==> config.mk <==
export PLATFORM = sky130hd
export DESIGN_NAME = mem_access_unit_flat
export DESIGN_NICKNAME = d
export VERILOG_FILES = /design/src/rtl/mem_access_pkg.sv /design/src/rtl/mem_access_if.sv /design/src/rtl/mem_lane_align.sv /design/src/rtl/mem_access_unit.sv /design/src/flat_wrapper.sv
export SDC_FILE = /design/constraint.sdc
export NUM_CORES = 1
export LEC_CHECK = 0
export CAP_MARGIN = 20
export CELL_PAD_IN_SITES_DETAIL_PLACEMENT = 1
export CELL_PAD_IN_SITES_GLOBAL_PLACEMENT = 1
export CORE_MARGIN = 10
export CORE_UTILIZATION = 40
export DETAILED_ROUTE_END_ITERATION = 8
export PLACE_DENSITY_LB_ADDON = 0.1
export SLEW_MARGIN = 25
export SYNTH_ARGS = -nofsm -noshare
export SYNTH_HDL_FRONTEND = slang
export SYNTH_SLANG_ARGS = --single-unit
export TNS_END_PERCENT = 50
==> constraint.sdc <==
create_clock -name clk -period 9.92 [get_ports clk]
set_clock_uncertainty 0.2 [all_clocks]
set_input_delay 1.984 -clock clk [delete_from_list [all_inputs] [get_ports clk]]
set_output_delay 1.984 -clock clk [all_outputs]
set_load 0.05 [all_outputs]
==> src/rtl/mem_access_pkg.sv <==
// Shared types for the MEM-stage load/store controller: access sizes, FSM states,
// RAM direction encodings and the address alignment helpers.
package mem_access_pkg;

  localparam int DATA_W = 32;

  typedef enum logic [1:0] {
    SZ_BYTE = 2'b00,
    SZ_HALF = 2'b01,
    SZ_WORD = 2'b10,
    SZ_RSVD = 2'b11
  } size_e;

  typedef enum logic [2:0] {
    S_IDLE,
    S_RD,
    S_WR,
    S_RMW_RD,
    S_RMW_WR,
    S_DONE
  } state_e;

  localparam logic RAM_READ  = 1'b1;
  localparam logic RAM_WRITE = 1'b0;

  function automatic logic is_misaligned(size_e sz, logic [1:0] lo);
    case (sz)
      SZ_HALF: return lo[0];
      SZ_WORD: return |lo;
      default: return 1'b0;
    endcase
  endfunction

  function automatic logic [1:0] force_align(size_e sz, logic [1:0] lo);
    case (sz)
      SZ_HALF: return {lo[1], 1'b0};
      SZ_WORD: return 2'b00;
      default: return lo;
    endcase
  endfunction

endpackage

==> src/rtl/mem_access_if.sv <==
// Request/response handshake from the EX/MEM latch plus the word-wide RAM port.
// master = pipeline + RAM side, slave = mem_access_unit.
interface mem_access_if #(
  parameter int ADDR_W = 8
);
  import mem_access_pkg::*;

  logic              req_valid;
  logic              req_ready;
  logic              req_write;
  logic [1:0]        req_size;
  logic              req_signed;
  logic [ADDR_W-1:0] req_addr;
  logic [DATA_W-1:0] req_wdata;
  logic              resp_valid;
  logic [DATA_W-1:0] resp_rdata;
  logic              resp_err;
  logic              ram_en;
  logic              ram_rw;
  logic [ADDR_W-3:0] ram_addr;
  logic [DATA_W-1:0] ram_wdata;
  logic [DATA_W-1:0] ram_rdata;

  modport master (
    output req_valid, req_write, req_size, req_signed, req_addr, req_wdata, ram_rdata,
    input  req_ready, resp_valid, resp_rdata, resp_err, ram_en, ram_rw, ram_addr, ram_wdata
  );

  modport slave (
    input  req_valid, req_write, req_size, req_signed, req_addr, req_wdata, ram_rdata,
    output req_ready, resp_valid, resp_rdata, resp_err, ram_en, ram_rw, ram_addr, ram_wdata
  );

endinterface

==> src/rtl/mem_lane_align.sv <==
// Little-endian byte-lane steering: load extract + zero/sign extend, and the
// store merge used by read-modify-write. Purely combinational.
module mem_lane_align
  import mem_access_pkg::*;
(
  input  logic [1:0]        addr_lo_i,
  input  size_e             size_i,
  input  logic              signed_i,
  input  logic [DATA_W-1:0] rdata_i,
  input  logic [DATA_W-1:0] wdata_i,
  output logic [DATA_W-1:0] load_o,
  output logic [DATA_W-1:0] merged_o
);

  logic [7:0]  byte_sel;
  logic [15:0] half_sel;

  always_comb begin
    byte_sel = rdata_i[{addr_lo_i, 3'b000} +: 8];
    half_sel = addr_lo_i[1] ? rdata_i[31:16] : rdata_i[15:0];
    load_o   = rdata_i;
    merged_o = wdata_i;
    case (size_i)
      SZ_BYTE: begin
        load_o   = {{24{signed_i & byte_sel[7]}}, byte_sel};
        merged_o = rdata_i;
        merged_o[{addr_lo_i, 3'b000} +: 8] = wdata_i[7:0];
      end
      SZ_HALF: begin
        load_o   = {{16{signed_i & half_sel[15]}}, half_sel};
        merged_o = rdata_i;
        if (addr_lo_i[1]) merged_o[31:16] = wdata_i[15:0];
        else              merged_o[15:0]  = wdata_i[15:0];
      end
      default: ;
    endcase
  end

endmodule

==> src/rtl/mem_access_unit.sv <==
// MEM-stage load/store controller in front of a 32-bit word RAM; sub-word stores
// become read-modify-write. Define MEM_ALIGN_CHECK_EN to trap misaligned half/word accesses.
module mem_access_unit
  import mem_access_pkg::*;
#(
  parameter int ADDR_W = 8
) (
  input  logic         clk,
  input  logic         reset,
  mem_access_if.slave  bus
);

  state_e            state_q, state_d;
  size_e             size_q, size_d;
  logic              signed_q, signed_d;
  logic [ADDR_W-1:0] addr_q, addr_d;
  logic [DATA_W-1:0] wdata_q, wdata_d;
  logic [DATA_W-1:0] merge_q, merge_d;
  logic [DATA_W-1:0] rdata_q, rdata_d;
  logic              err_q, err_d;

  logic [DATA_W-1:0] load_data;
  logic [DATA_W-1:0] merged_data;
  size_e             req_size;
  logic              req_bad;

  assign req_size = size_e'(bus.req_size);

  mem_lane_align u_align (
    .addr_lo_i (addr_q[1:0]),
    .size_i    (size_q),
    .signed_i  (signed_q),
    .rdata_i   (bus.ram_rdata),
    .wdata_i   (wdata_q),
    .load_o    (load_data),
    .merged_o  (merged_data)
  );

`ifdef MEM_ALIGN_CHECK_EN
  assign req_bad = (req_size == SZ_RSVD) || is_misaligned(req_size, bus.req_addr[1:0]);
`else
  assign req_bad = (req_size == SZ_RSVD);
`endif

  always_comb begin
    // NOTE: every variable written here gets a default first, so no latch can be inferred.
    state_d        = state_q;
    size_d         = size_q;
    signed_d       = signed_q;
    addr_d         = addr_q;
    wdata_d        = wdata_q;
    merge_d        = merge_q;
    rdata_d        = rdata_q;
    err_d          = err_q;
    bus.req_ready  = 1'b0;
    bus.resp_valid = 1'b0;
    bus.ram_en     = 1'b0;
    bus.ram_rw     = RAM_READ;
    bus.ram_addr   = '0;
    bus.ram_wdata  = '0;

    case (state_q)
      S_IDLE: begin
        bus.req_ready = 1'b1;
        if (bus.req_valid) begin
          size_d   = req_size;
          signed_d = bus.req_signed;
          addr_d   = {bus.req_addr[ADDR_W-1:2], force_align(req_size, bus.req_addr[1:0])};
          wdata_d  = bus.req_wdata;
          rdata_d  = '0;
          err_d    = req_bad;
          if (req_bad)                   state_d = S_DONE;
          else if (!bus.req_write)       state_d = S_RD;
          else if (req_size == SZ_WORD)  state_d = S_WR;
          else                           state_d = S_RMW_RD;
        end
      end
      S_RD: begin
        bus.ram_en   = 1'b1;
        bus.ram_addr = addr_q[ADDR_W-1:2];
        rdata_d      = load_data;
        state_d      = S_DONE;
      end
      S_WR: begin
        bus.ram_en    = 1'b1;
        bus.ram_rw    = RAM_WRITE;
        bus.ram_addr  = addr_q[ADDR_W-1:2];
        bus.ram_wdata = wdata_q;
        state_d       = S_DONE;
      end
      S_RMW_RD: begin
        bus.ram_en   = 1'b1;
        bus.ram_addr = addr_q[ADDR_W-1:2];
        merge_d      = merged_data;
        state_d      = S_RMW_WR;
      end
      // The RAM is only written here, so an aborted RMW never disturbs memory.
      S_RMW_WR: begin
        bus.ram_en    = 1'b1;
        bus.ram_rw    = RAM_WRITE;
        bus.ram_addr  = addr_q[ADDR_W-1:2];
        bus.ram_wdata = merge_q;
        state_d       = S_DONE;
      end
      S_DONE: begin
        bus.resp_valid = 1'b1;
        state_d        = S_IDLE;
      end
      default: state_d = S_IDLE;
    endcase
  end

  assign bus.resp_rdata = rdata_q;
  assign bus.resp_err   = err_q;

  always_ff @(posedge clk or posedge reset) begin
    if (reset) begin
      state_q  <= S_IDLE;
      size_q   <= SZ_BYTE;
      signed_q <= 1'b0;
      addr_q   <= '0;
      wdata_q  <= '0;
      merge_q  <= '0;
      rdata_q  <= '0;
      err_q    <= 1'b0;
    end else begin
      // NOTE: sequential state uses non-blocking assignments only, so all registers update together.
      state_q  <= state_d;
      size_q   <= size_d;
      signed_q <= signed_d;
      addr_q   <= addr_d;
      wdata_q  <= wdata_d;
      merge_q  <= merge_d;
      rdata_q  <= rdata_d;
      err_q    <= err_d;
    end
  end

endmodule

==> src/flat_wrapper.sv <==
// flat-port wrapper written by rule: the top's interface ports become plain ports
module mem_access_unit_flat import mem_access_pkg::*;
#(
  parameter int ADDR_W = 8
)
  (clk, reset, bus_req_valid, bus_req_write, bus_req_size, bus_req_signed, bus_req_addr, bus_req_wdata, bus_ram_rdata, bus_req_ready, bus_resp_valid, bus_resp_rdata, bus_resp_err, bus_ram_en, bus_ram_rw, bus_ram_addr, bus_ram_wdata);
  mem_access_if #(.ADDR_W(ADDR_W)) bus_i ();
  input  logic clk;
  input  logic reset;
  input wire logic [$bits(bus_i.req_valid)-1:0] bus_req_valid;
  input wire logic [$bits(bus_i.req_write)-1:0] bus_req_write;
  input wire logic [$bits(bus_i.req_size)-1:0] bus_req_size;
  input wire logic [$bits(bus_i.req_signed)-1:0] bus_req_signed;
  input wire logic [$bits(bus_i.req_addr)-1:0] bus_req_addr;
  input wire logic [$bits(bus_i.req_wdata)-1:0] bus_req_wdata;
  input wire logic [$bits(bus_i.ram_rdata)-1:0] bus_ram_rdata;
  output wire logic [$bits(bus_i.req_ready)-1:0] bus_req_ready;
  output wire logic [$bits(bus_i.resp_valid)-1:0] bus_resp_valid;
  output wire logic [$bits(bus_i.resp_rdata)-1:0] bus_resp_rdata;
  output wire logic [$bits(bus_i.resp_err)-1:0] bus_resp_err;
  output wire logic [$bits(bus_i.ram_en)-1:0] bus_ram_en;
  output wire logic [$bits(bus_i.ram_rw)-1:0] bus_ram_rw;
  output wire logic [$bits(bus_i.ram_addr)-1:0] bus_ram_addr;
  output wire logic [$bits(bus_i.ram_wdata)-1:0] bus_ram_wdata;
  assign bus_i.req_valid = bus_req_valid;
  assign bus_i.req_write = bus_req_write;
  assign bus_i.req_size = bus_req_size;
  assign bus_i.req_signed = bus_req_signed;
  assign bus_i.req_addr = bus_req_addr;
  assign bus_i.req_wdata = bus_req_wdata;
  assign bus_i.ram_rdata = bus_ram_rdata;
  assign bus_req_ready = bus_i.req_ready;
  assign bus_resp_valid = bus_i.resp_valid;
  assign bus_resp_rdata = bus_i.resp_rdata;
  assign bus_resp_err = bus_i.resp_err;
  assign bus_ram_en = bus_i.ram_en;
  assign bus_ram_rw = bus_i.ram_rw;
  assign bus_ram_addr = bus_i.ram_addr;
  assign bus_ram_wdata = bus_i.ram_wdata;
  mem_access_unit #(.ADDR_W(ADDR_W)) u_core (.clk(clk), .reset(reset), .bus(bus_i));
endmodule
== Word-level counts from Yosys, hierarchy flattened ==
Cells that the tools add are included.
Widths: inputs -> output; s select.
Storage, ports and cells
  logic and storage cells: 52
  input port bits: 79
  register bits: 111
Cells by class
  shift operators: 3
  add/subtract/negate cells: 1
  muxes and demuxes: 20
  bitwise gates (word level): 2
  eq/ne operators: 10
  reduce and logical (&&, ||, !) cells: 8
Operators with widths (count)
  $pmux 32 s2: 4
  $mux 16: 3
  $bwmux 32: 1
  $mux 32: 1
  $shift 8x7->32 const A: 1
  $shiftx 32x6->8: 1
  $shiftx 8x7->32: 1
  $mux 3: 3
  $pmux 3 s3: 1
  $neg 5->7: 1
  $eq 3x2->1 const B: 2
  $eq 3x3->1 const B: 2
  $mux 6: 1
  $mux 1: 5
  $eq 2x1->1 const B: 2
  $eq 2x2->1 const B: 2
  $pmux 2 s2: 1
  $reduce_and 2->1: 2
  $reduce_or 4->1: 1
  $eq 3x1->1 const B: 1
  $logic_not 3->1: 1
  $reduce_or 3->1: 1
  $and 1x1->1: 2
  $logic_not 2->1: 1
  3 further kinds: 3

== Depth between registers and ports, before layout ==
Gate-level depths: netlist of the first run.
  depth in word-level cells: 6
  depth in mapped cells: 9

== Cells and area by module ==
Synthesis of the first run repeated with hierarchy kept, for this count alone.
Unflattened totals
  cells, all modules: 654
  area total of the unflattened synthesis: 6583.8 um2
By module, submodules not included
  mem_access_unit: area an instance 4823.4 um2, times used 1, cells each 379, seq. area each 2777.7 um2
  mem_lane_align: area an instance 1760.4 um2, times used 1, cells each 275, seq. area each 0.0 um2

== Worst setup path before layout of the first run ==
No wires, ideal clock.
  path kind: register to output
  from: reg u_core.state_q[1]
  to: out bus_ram_addr[0]
  cell stages (with the launch flop): 5
  path slack: 5727 ps
  buffers on the path: 1
  data required time: 7736 ps
  arrival time: 2009 ps
  cell sequence: dfrtp_1 -> buf_2 -> o21a_1 -> nor2_1 -> and2_1
On the way
  longest elaborated chain between the ends: 3
  elaborated cells between the ends (all ways): 6
RTL lines
  start: declaration: line mem_access_unit.sv:13  | state_e state_q, state_d;
  start signal: assignment: line mem_access_unit.sv:128  | state_q <= state_d;
  $eq 3x1->1 (tied with other cells): line mem_access_unit.sv:62  | case (state_q)
  $reduce_or 4->1 (no source line) (*)
  $mux 6 (*): line mem_access_unit.sv:62
  end: declaration: line flat_wrapper.sv:23  | output wire logic [$bits(bus_i.ram_addr)-1:0] bus_ram_addr;
Mark *: on every way between the ends. The rest lies on a longest branch, timed or not.

== Worst setup path in the final report of the first run ==
  from: reg u_core.state_q[2]
  to: out bus_ram_wdata[5]
On the way
  longest elaborated chain between the ends: 2
  elaborated cells between the ends (all ways): 3
RTL lines
  $eq 3x3->1 or $eq 3x2->1 (tied branches): line mem_access_unit.sv:62
  $pmux 32 s2 (*): line mem_access_unit.sv:62
  end: declaration: line flat_wrapper.sv:24  | output wire logic [$bits(bus_i.ram_wdata)-1:0] bus_ram_wdata;
Marks and branches as above.

==> results.ini, run 1 <==
[placement]
place_area_um2=7543
dp.final_hpwl_um=15830
port_buffers=153
detailedPlace.worstSlack_ns=5.482
final_wtd_congestion=0.8917

[clock_tree]
clkTransAtPathRegs_ns=0.07
cts_buffers=9
cts.htree.levels=3
cts_resized=0
cts-hold-fix-buffers=0
clk_sinks=111
post_cts_setup_buffers=0
clk_latency_ns=0.36
cts_max_path_buffers=2
cts_tree=built
clock-root-buffer=clkbuf_16

[power]
power.density_cell_area_nw_per_um2=363.4
vdd_drop_max_mv=0.1722
leakage_nw=3.314

[routing]
drc_marker_count_from_the_first_detailed_route_iteration=556
dr_total_vias=5540
route.detailed.drc=0
viasPerCell=6.015
avgRoutedWirePerCell_um=23.92
antenna_violating_nets_post_route=0
routed_wirelength_um=22030
drt_pass1_iterations=9

[timing]
unrepaired_setup_endpoints_after_global_routing=no
worst_slew_margin_rel_pct=26.18
tightestPinTransition_ns=1.103
fin_setup_tns_ns=0
min_period_over_period_pct=48.25
post-route-min-period_ns=4.786
setup_violations=0
fmaxAchievable_ghz=0.2089
worst_hold_slack_ns=0.2792
setup_ws_ns=5.134
slew_violations=0
finalHoldViolations=0

[hold_path]
min_from=u_core.addr_q[7]
whs_path_depth=2
min_to=u_core.addr_q[7]
hold_path_class=flip-flop to flip-flop

[synthesis]
mappedNetlistArea_um2=5928
synth_compound_gate_area_share_pct=24.29
syn-mean-instance-area_um2=9.702
synth_cells=611
async_flop_share_pct=100.0
synth_most_common_cell=nand2_1
yosysTopAreaCell=dfrtp_1
synth_area_leaders=dfrtp_1 (47%), nand2_1 (9.2%), a22o_1 (5.9%)
synthesis.nets=698
post_synth_xor_area_fraction_pct=0
synth_cell_types=51
count_of_flip_flops_with_a_built_in_enable_after_synthesis=0
ys_seq_elements=111
most_frequent_cells_after_synthesis=nand2_1 (145), dfrtp_1 (111), nor2_1 (43), a22o_1 (40), clkbuf_1 (31)
synth.yosys.warnings=0
synthAdderAreaFrac_pct=1.688
synth_ff_type=dfrtp_1
synth_top_family_by_area=compound AO/OA/AOI/OAI gates
synth_mux_area_share_pct=5.488
synth_top_cell_area_share_pct=46.86
synth_simple_gate_area_share_pct=17.22
synth.yosys.seq_area_share_pct=46.86

[worst_setup_path]
r2r_setup_slk_ns=6.97
cp.arrival_ns=2.60
critPathRequiredTime_ns=7.74
worst_setup_path_end_kind=primary output
crit_reg_reg_startpoint=u_core.addr_q[0]
timing_worst_setup_path_type=flip-flop to primary output
critical_path.max_fanout=33
worstRegToRegCells=6
worstReg2RegEnd=u_core.merge_q[0]
critical_path.startpoint_type=flip-flop

[die]
die_width_um=141.7
dieHeight_um=141.7
die_area_um2=20090
io_pins=154
design.core.area_um2=14530
initial_utilization_pct=40.79
placement_rows=44

[job]
timing.max_cap.violations=0

[run_status]
outcome=finished clean

[grt]
grt_start_max_net_pins=65
grt_antenna_before_repair=0
grt_pass1_wl_um=34020
grt_use_total_pct=21.57
first_global_vias=5772
global_route.overflow_total=0

[layout]
insertedDiodeCount=0
drive_gt1_share_pct=6.784
final.fill_count=1657
final_area_um2=7820
fin_nets=820
total_area_of_sequential_cells_um2=2778
multi_input_gate_area_um2=2913
layout_overhead_on_the_synthesized_area_pct=31.91

report_power, final:
| part | total [mW] | switching [mW] | internal [mW] | leakage [nW] |
|---|---|---|---|---|
| sequential | 0.865 | 0.209 | 0.656 | 1.35 |
| clock | 0.347 | 0.176 | 0.171 | 0.128 |
| combinational | 1.63 | 1.05 | 0.577 | 1.84 |
| total | 2.84 | 1.44 | 1.40 | 3.31 |
final cells by class:
class | instances | area share [%]
repair buffers | 161 | 20.35
clock inverters | 6 | 0.5920
clock buffers | 9 | 2.880
inverters | 9 | 0.4640
well taps | 184 | 2.944
flip-flops and latches | 111 | 35.52
multi-input cells | 441 | 37.25
per-stage QoR:
step	power [mW]	util, %	std cells
final	2.841	53.81	921
after detailed placement	2.497	51.90	906
after global placement	2.449	51.85	906
after CTS	2.857	53.77	921
after floorplan	1.939	-	611
after global routing	3.010	53.81	921
cells in the final DEF, fill, tap and decap left out, types with 8 or more instances in the layout:
cell type | Yosys | final
a21oi_1 | 14 | 14
a221o_1 | 16 | 16
a221oi_1 | 25 | 25
a222oi_1 | 8 | 8
a22o_1 | 40 | 40
buf_4 | 1 | 8
clkbuf_16 | 0 | 9
clkdlybuf4s50_1 | 0 | 153
dfrtp_1 | 111 | 111
ha_1 | 8 | 8
mux2i_1 | 16 | 16
nand2_1 | 145 | 145
nand3_1 | 10 | 10
nor2_1 | 43 | 41
o21ai_0 | 29 | 29
o2bb2ai_1 | 12 | 12
cell families (layout without fill, tap and decap cells):
family          after synthesis  in the layout
mux                          24             24
compound gates              177            177
fa+ha+maj                     8              8
flops                       111            111
buf+inv                      59            185
simple gates                232            232
worst max-delay path by stage:
stage | cells after the start | start | end
final | 4 | u_core.state_q[2] | bus_ram_wdata[5]
after global routing | 4 | u_core.state_q[2] | bus_ram_wdata[1]
after CTS | 4 | u_core.state_q[2] | bus_ram_wdata[8]
after detailed placement | 4 | bus_req_valid | u_core.bus.resp_rdata[23]
after global placement | 4 | bus_req_valid | u_core.bus.resp_rdata[22]
after floorplan | 1 | reset | u_core.addr_q[0]
critical path, cell delays in order (launching register included):
cell and delay (ns):
dfrtp_1 0.53, nor3b_2 0.23, buf_4 0.38, a22o_1 0.24, clkdlybuf4s50_1 0.82
flip-flops by register name (all words and copies together), names as in the netlist:
name,cells
u_core.merge_q,32
u_core.size_q,2
u_core.addr_q,8
u_core.state_q,3
u_core.signed_q,1
u_core.wdata_q,32
u_core.bus.resp_err,1
u_core.bus.resp_rdata,32
metal layers:
layer  wire [um]  track usage, %
met1        9732           29.22
met2       10250           33.26
met3        1653           4.973
met4         396           6.939
met5           0               0
(Power assumes the default switching activity.)
==> inputs of run 2 (changes only) <==
--- a/config.mk
+++ b/config.mk
@@ -9,7 +9,7 @@
 export CELL_PAD_IN_SITES_DETAIL_PLACEMENT = 1
 export CELL_PAD_IN_SITES_GLOBAL_PLACEMENT = 1
 export CORE_MARGIN = 10
-export CORE_UTILIZATION = 40
+export CORE_UTILIZATION = 37
 export DETAILED_ROUTE_END_ITERATION = 8
 export PLACE_DENSITY_LB_ADDON = 0.1
 export SLEW_MARGIN = 25
==> constraint.sdc (replaced) <==
create_clock -name clk -period 4.6 [get_ports clk]
set_clock_uncertainty 0.2 [all_clocks]
set_input_delay 0.92 -clock clk [delete_from_list [all_inputs] [get_ports clk]]
set_output_delay 0.92 -clock clk [all_outputs]
set_load 0.05 [all_outputs]
==> run 2 against run 1 <==
Effect of this change: register-to-register slack got worse by 5.4 ns; combinational power increased by 120%; via count increased by 0.87%; count of clock-buffer cells in the layout increased by 3; global-route usage decreased by 0.094 points; critical endpoint is now bus_ram_wdata[7].
==> results.ini, run 2 (same netlist as run 1, synthesis figures left out) <==
[timing]
worst_slew_margin_rel_pct=34.86  ; +8.7 points
min_period_over_period_pct=80.69
tightestPinTransition_ns=0.9771  ; -0.1261 ns
unrepaired_setup_endpoints_after_global_routing=no
fin_setup_tns_ns=0  ; unchanged
fmaxAchievable_ghz=0.2694
slew_violations=0  ; unchanged
post-route-min-period_ns=3.712
setup_violations=0  ; unchanged
finalHoldViolations=0  ; unchanged
worst_hold_slack_ns=0.2791  ; -0.00009400 ns

[layout]
total_area_of_sequential_cells_um2=2778  ; unchanged
layout_commonest_cell=clkdlybuf4s50_1
drive_gt1_share_pct=7.422  ; +0.64 points
final_area_um2=7933  ; +1.4%
fin_nets=823  ; +0.37%
multi_input_gate_area_um2=2915  ; about the same
mostFrequentLayoutCells=clkdlybuf4s50_1 (153), nand2_1 (145), dfrtp_1 (111)
finalNonFillerCells=957  ; +3.9%
layout_overhead_on_the_synthesized_area_pct=33.81
final.fill_count=1803  ; +8.8%
insertedDiodeCount=0  ; unchanged

[worst_setup_path]
worstRegToRegCells=7  ; +1
worstReg2RegEnd=u_core.merge_q[0]
critical_path.max_fanout=33  ; unchanged
crit_reg_reg_startpoint=u_core.addr_q[1]
timing_worst_setup_path_type=flip-flop to primary output
critical_path.startpoint_type=flip-flop
critPathRequiredTime_ns=3.48  ; -4.26 ns
worst_setup_path_end_kind=primary output
cp.arrival_ns=2.59  ; about the same
r2r_setup_slk_ns=1.62  ; -5.35 ns

[hold_path]
min_from=u_core.addr_q[5]
whs_path_depth=2  ; unchanged
hold_path_class=flip-flop to flip-flop
min_to=u_core.addr_q[5]

[routing]
antenna_violating_nets_post_route=0  ; unchanged
route.detailed.drc=0  ; unchanged
viasPerCell=5.839  ; -2.9%
drc_marker_count_from_the_first_detailed_route_iteration=414  ; -26%
routed_wirelength_um=23230  ; +5.4%
avgRoutedWirePerCell_um=24.27  ; +1.5%
drt_pass1_iterations=5  ; -4
dr_total_vias=5588  ; +0.87%

[die]
dieHeight_um=146.6  ; +3.4%
die_area_um2=21490  ; +6.9%
die_width_um=146.6  ; +3.4%
placement_rows=46  ; +4.5%
design.core.area_um2=15770  ; +8.5%
io_pins=154  ; unchanged
initial_utilization_pct=37.59  ; -3.2 points

[clock_tree]
cts.htree.levels=3  ; unchanged
cts_buffers=9  ; unchanged
cts-hold-fix-buffers=0  ; unchanged
post_cts_setup_buffers=0  ; unchanged
cts_max_path_buffers=2  ; unchanged
clk_latency_ns=0.36  ; about the same
clk_sinks=111  ; unchanged
clock-root-buffer=clkbuf_16
cts_tree=built
cts_resized=0  ; unchanged
clkTransAtPathRegs_ns=0.07  ; about the same

[placement]
port_buffers=153  ; unchanged
final_wtd_congestion=0.8858  ; -0.66%
place_area_um2=7611  ; +0.90%
number_of_cells_after_detailed_placement=941  ; +3.9%
dp.final_hpwl_um=16840  ; +6.4%

[grt]
first_global_vias=5976  ; +3.5%
global_route.overflow_total=0  ; unchanged
grt_start_max_net_pins=56  ; -14%
grt_use_total_pct=21.47  ; -0.094 points
grt_pass1_wl_um=36250  ; +6.5%
grt_antenna_before_repair=0  ; unchanged

[run_status]
outcome=finished clean

[power]
leakage_nw=3.360  ; +1.4%
vdd_drop_max_mv=0.4331  ; +150%
power.density_cell_area_nw_per_um2=790.4  ; +120%

[job]
timing.max_cap.violations=0  ; unchanged

==> run 2: cell count changes in the layout (fill, tap and decap cells not counted) <==
cell	change
nor2_1	-1
bufinv_16	+1
clkinvlp_4	-2
inv_6	-1
buf_4	+3
nor2_2	+1
clkbuf_8	+3
==> run 2: cell type report <==
type | count | share of cell area (%)
Timing Repair Buffer | 164 | 20.35
Tap cell | 216 | 3.407
Multi-Input combinational cell | 441 | 36.75
Sequential cell | 111 | 35.02
Clock inverter | 4 | 0.6625
Clock buffer | 12 | 3.360
Inverter | 9 | 0.4574
==> run 2: layer usage <==
metal | share of wire, % | routed length (um) | GRT usage (%)
met3 | 7.6 | 1766 | 4.481
met4 | 2.6 | 597 | 8.108
met5 | 0 | 0 | 0
met1 | 43 | 10040 | 28.27
met2 | 47 | 10830 | 33.85
==> run 2: report_power, final <==
| part | leakage, nW | total [mW] | switching, mW | internal [mW] |
|---|---|---|---|---|
| registers | 1.35 | 1.91 | 0.496 | 1.42 |
| logic | 1.85 | 3.51 | 2.27 | 1.25 |
| clock network | 0.159 | 0.844 | 0.375 | 0.469 |
| total | 3.36 | 6.27 | 3.14 | 3.13 |
==> run 2: through the flow <==
| step | total power, mW | setup slack, ns | utilization, % |
|---|---|---|---|
| 6_report | 6.270 | 0.8883 | 50.30 |
| 2_1_floorplan | 4.182 | 0.5493 | - |
| 3_5_place_dp | 5.442 | 1.271 | 48.26 |
| 4_1_cts | 6.312 | 0.8485 | 50.29 |
| 5_1_grt | 6.650 | 0.7576 | 50.30 |
| 3_3_place_gp | 5.321 | 1.336 | 48.18 |
==> run 2: worst max path at each step <==
stage	to	startpoint
floorplan	u_core.addr_q[0]	reset
global placement	bus_ram_wdata[30]	u_core.state_q[1]
detailed placement	bus_ram_wdata[7]	u_core.state_q[2]
CTS	bus_ram_wdata[7]	u_core.state_q[2]
global route	bus_ram_wdata[26]	u_core.state_q[2]
finish	bus_ram_wdata[7]	u_core.state_q[2]
==> run 2: critical path: stages (launching register included) <==
cell and delay, ns:
dfrtp_1 0.53, nor3b_2 0.25, buf_4 0.39, a22o_1 0.25
clkdlybuf4s50_1 0.82
==> inputs of run 3 (changes only) <==
--- a/config.mk
+++ b/config.mk
@@ -9,7 +9,7 @@
 export CELL_PAD_IN_SITES_DETAIL_PLACEMENT = 1
 export CELL_PAD_IN_SITES_GLOBAL_PLACEMENT = 1
 export CORE_MARGIN = 10
-export CORE_UTILIZATION = 37
+export CORE_UTILIZATION = 34
 export DETAILED_ROUTE_END_ITERATION = 8
 export PLACE_DENSITY_LB_ADDON = 0.1
 export SLEW_MARGIN = 25
==> constraint.sdc (replaced) <==
create_clock -name clk -period 3.1 [get_ports clk]
set_clock_uncertainty 0.2 [all_clocks]
set_input_delay 0.62 -clock clk [delete_from_list [all_inputs] [get_ports clk]]
set_output_delay 0.62 -clock clk [all_outputs]
set_load 0.05 [all_outputs]
==> run 3 against run 2 <==
Effect of this change: wire length fell by 3.1%; first-iteration DRC count rose by 2.7%; worst setup slack got worse by 0.61 ns; count of clock-buffer cells in the layout fell by 3; global-route usage fell by 2.3 points; clock power rose by 54%; sequential power rose by 45%; die area rose by 7.6%; cell count rose by 1.7%; utilization fell by 2.0 points; cell area rose by 4.7%; via count fell by 2.0%.
==> results.ini, run 3 (same netlist as run 1, synthesis figures left out) <==
[hold_path]
whs_path_depth=2  ; unchanged
min_to=u_core.addr_q[7]
min_from=u_core.addr_q[7]
hold_path_class=flip-flop to flip-flop

[run_status]
outcome=finished clean

[grt]
grt_use_total_pct=19.16  ; -2.3 points
grt_pass1_wl_um=35500  ; -2.1%
grt_start_max_net_pins=112  ; +100%
global_route.overflow_total=0  ; unchanged
grt_antenna_before_repair=1  ; +1
first_global_vias=5832  ; -2.4%

[die]
design.core.area_um2=17180  ; +8.9%
die_area_um2=23120  ; +7.6%
initial_utilization_pct=34.51  ; -3.1 points
dieHeight_um=152.0  ; +3.7%
placement_rows=48  ; +4.3%
die_width_um=152.0  ; +3.7%
io_pins=154  ; unchanged

[clock_tree]
clk_latency_ns=0.36  ; about the same
cts_tree=built
clock-root-buffer=clkbuf_16
post_cts_setup_buffers=0  ; unchanged
clk_sinks=111  ; unchanged
cts.htree.levels=3  ; unchanged
cts_max_path_buffers=2  ; unchanged
cts-hold-fix-buffers=0  ; unchanged
cts_buffers=9  ; unchanged
clkTransAtPathRegs_ns=0.07  ; about the same
cts_resized=0  ; unchanged

[worst_setup_path]
worst_setup_path_end_kind=primary output
worstReg2RegEnd=u_core.bus.resp_rdata[20]
critPathRequiredTime_ns=2.28  ; -1.20 ns
r2r_setup_slk_ns=0.43  ; -1.19 ns
worstRegToRegCells=5  ; -2
critical_path.startpoint_type=flip-flop
cp.arrival_ns=2.00  ; -0.59 ns
timing_worst_setup_path_type=flip-flop to primary output
critical_path.max_fanout=8  ; -76%
crit_reg_reg_startpoint=u_core.addr_q[1]

[placement]
final_wtd_congestion=0.8671  ; -2.1%
detailedPlace.worstSlack_ns=0.09099  ; -1.180 ns
port_buffers=153  ; unchanged
dp.final_hpwl_um=16610  ; -1.3%

[power]
vdd_drop_max_mv=0.5677  ; +31%
power.density_cell_area_nw_per_um2=1180  ; +49%
leakage_nw=3.559  ; +5.9%

[routing]
highest_metal_layer_with_signal_wires=met4
met2RoutedLength_um=10370  ; -4.2%
antenna_violating_nets_post_route=0  ; unchanged
route.detailed.drc=0  ; unchanged
dr_total_vias=5475  ; -2.0%
drt-met1-wl_um=10210  ; +1.8%
route.met3.wl_um=1440  ; -18%
viasPerCell=5.627  ; -3.6%
avgRoutedWirePerCell_um=23.13  ; -4.7%
drc_marker_count_from_the_first_detailed_route_iteration=425  ; +2.7%
drt_pass1_iterations=6  ; +1
routed_wirelength_um=22510  ; -3.1%

[timing]
unrepaired_setup_endpoints_after_global_routing=no
setup_violations=0  ; unchanged
fin_setup_tns_ns=0  ; unchanged
tightestPinTransition_ns=1.000  ; +0.02291 ns
finalHoldViolations=0  ; unchanged
slew_violations=0  ; unchanged
worst_slew_margin_rel_pct=33.33  ; -1.5 points
post-route-min-period_ns=2.820
min_period_over_period_pct=90.98
setup_ws_ns=0.2795  ; -0.6088 ns
fmaxAchievable_ghz=0.3546

[layout]
layout_commonest_cell=nand2_1
mostFrequentLayoutCells=nand2_1 (145), clkdlybuf4s50_1 (113), dfrtp_1 (111)
insertedDiodeCount=0  ; unchanged
layout_overhead_on_the_synthesized_area_pct=40.08
final.fill_count=1919  ; +6.4%
fin_nets=830  ; +0.85%
drive_gt1_share_pct=13.24  ; +5.8 points

[job]
timing.max_cap.violations=0  ; unchanged

-- run 3: cell count changes in the layout (fill, tap and decap cells not counted), sizes merged --
| cell | previous run | this run |
|---|---|---|
| inv | 8 | 9 |
| clkbuf | 12 | 9 |
| clkdlybuf4s50 | 153 | 113 |
| clkinv | 4 | 3 |
| clkinvlp | 0 | 2 |
| bufinv | 1 | 2 |
| buf | 11 | 58 |
-- run 3: cell type report --
| type | count | area, um2 | share of cell area [%] |
|---|---|---|---|
| clock buffer | 9 | 225.2 | 2.712 |
| inverter | 9 | 37.54 | 0.4520 |
| timing repair buffer | 171 | 1979 | 23.84 |
| tap | 225 | 281.5 | 3.390 |
| multi-input combinational | 441 | 2900 | 34.93 |
| sequential | 111 | 2778 | 33.45 |
| clock inverter | 7 | 102.6 | 1.235 |
-- run 3: per-stage QoR --
step | util, % | cell area (um2) | std cells | hold WS (ns) | total power [mW]
after CTS | 48.35 | 8304 | 973 | 0.2776 | 9.882
final | 48.35 | 8304 | 973 | 0.2733 | 9.797
after floorplan | - | 5932 | 611 | 0.2374 | 6.206
after global routing | 48.35 | 8304 | 973 | 0.3094 | 10.36
after global placement | 46.44 | 7976 | 957 | 0.2520 | 8.413
after detailed placement | 46.44 | 7976 | 957 | 0.2590 | 8.550
-- run 3: metal layers --
metal,vias up,global-route usage [%]
li1,2500,-
met1,2738,25.19
met2,209,29.73
met3,28,4.911
met4,0,6.832
met5,-,0
-- run 3: power by group --
part	switching, mW	internal [mW]
combinational	3.48	2.25
clock	0.579	0.718
sequential	0.668	2.10
-- run 3: how the worst max path moves through the flow --
stage | end | startpoint | slack [ns] | cells after the start
after CTS | bus_req_ready | u_core.state_q[2] | 0.24 | 2
after global routing | bus_req_ready | u_core.state_q[2] | 0.18 | 2
after detailed placement | u_core.bus.resp_rdata[20] | bus_ram_rdata[15] | 0.09 | 5
after floorplan | bus_ram_addr[0] | u_core.state_q[1] | 0.27 | 4
final | bus_req_ready | u_core.state_q[2] | 0.28 | 2
after global placement | u_core.bus.resp_rdata[19] | bus_ram_rdata[15] | 0.26 | 5
-- run 3: worst max-delay path: stages (launching register included) --
cell,delay (ns)
dfrtp_1,0.48
nor3_4,0.31
clkdlybuf4s50_1,0.86
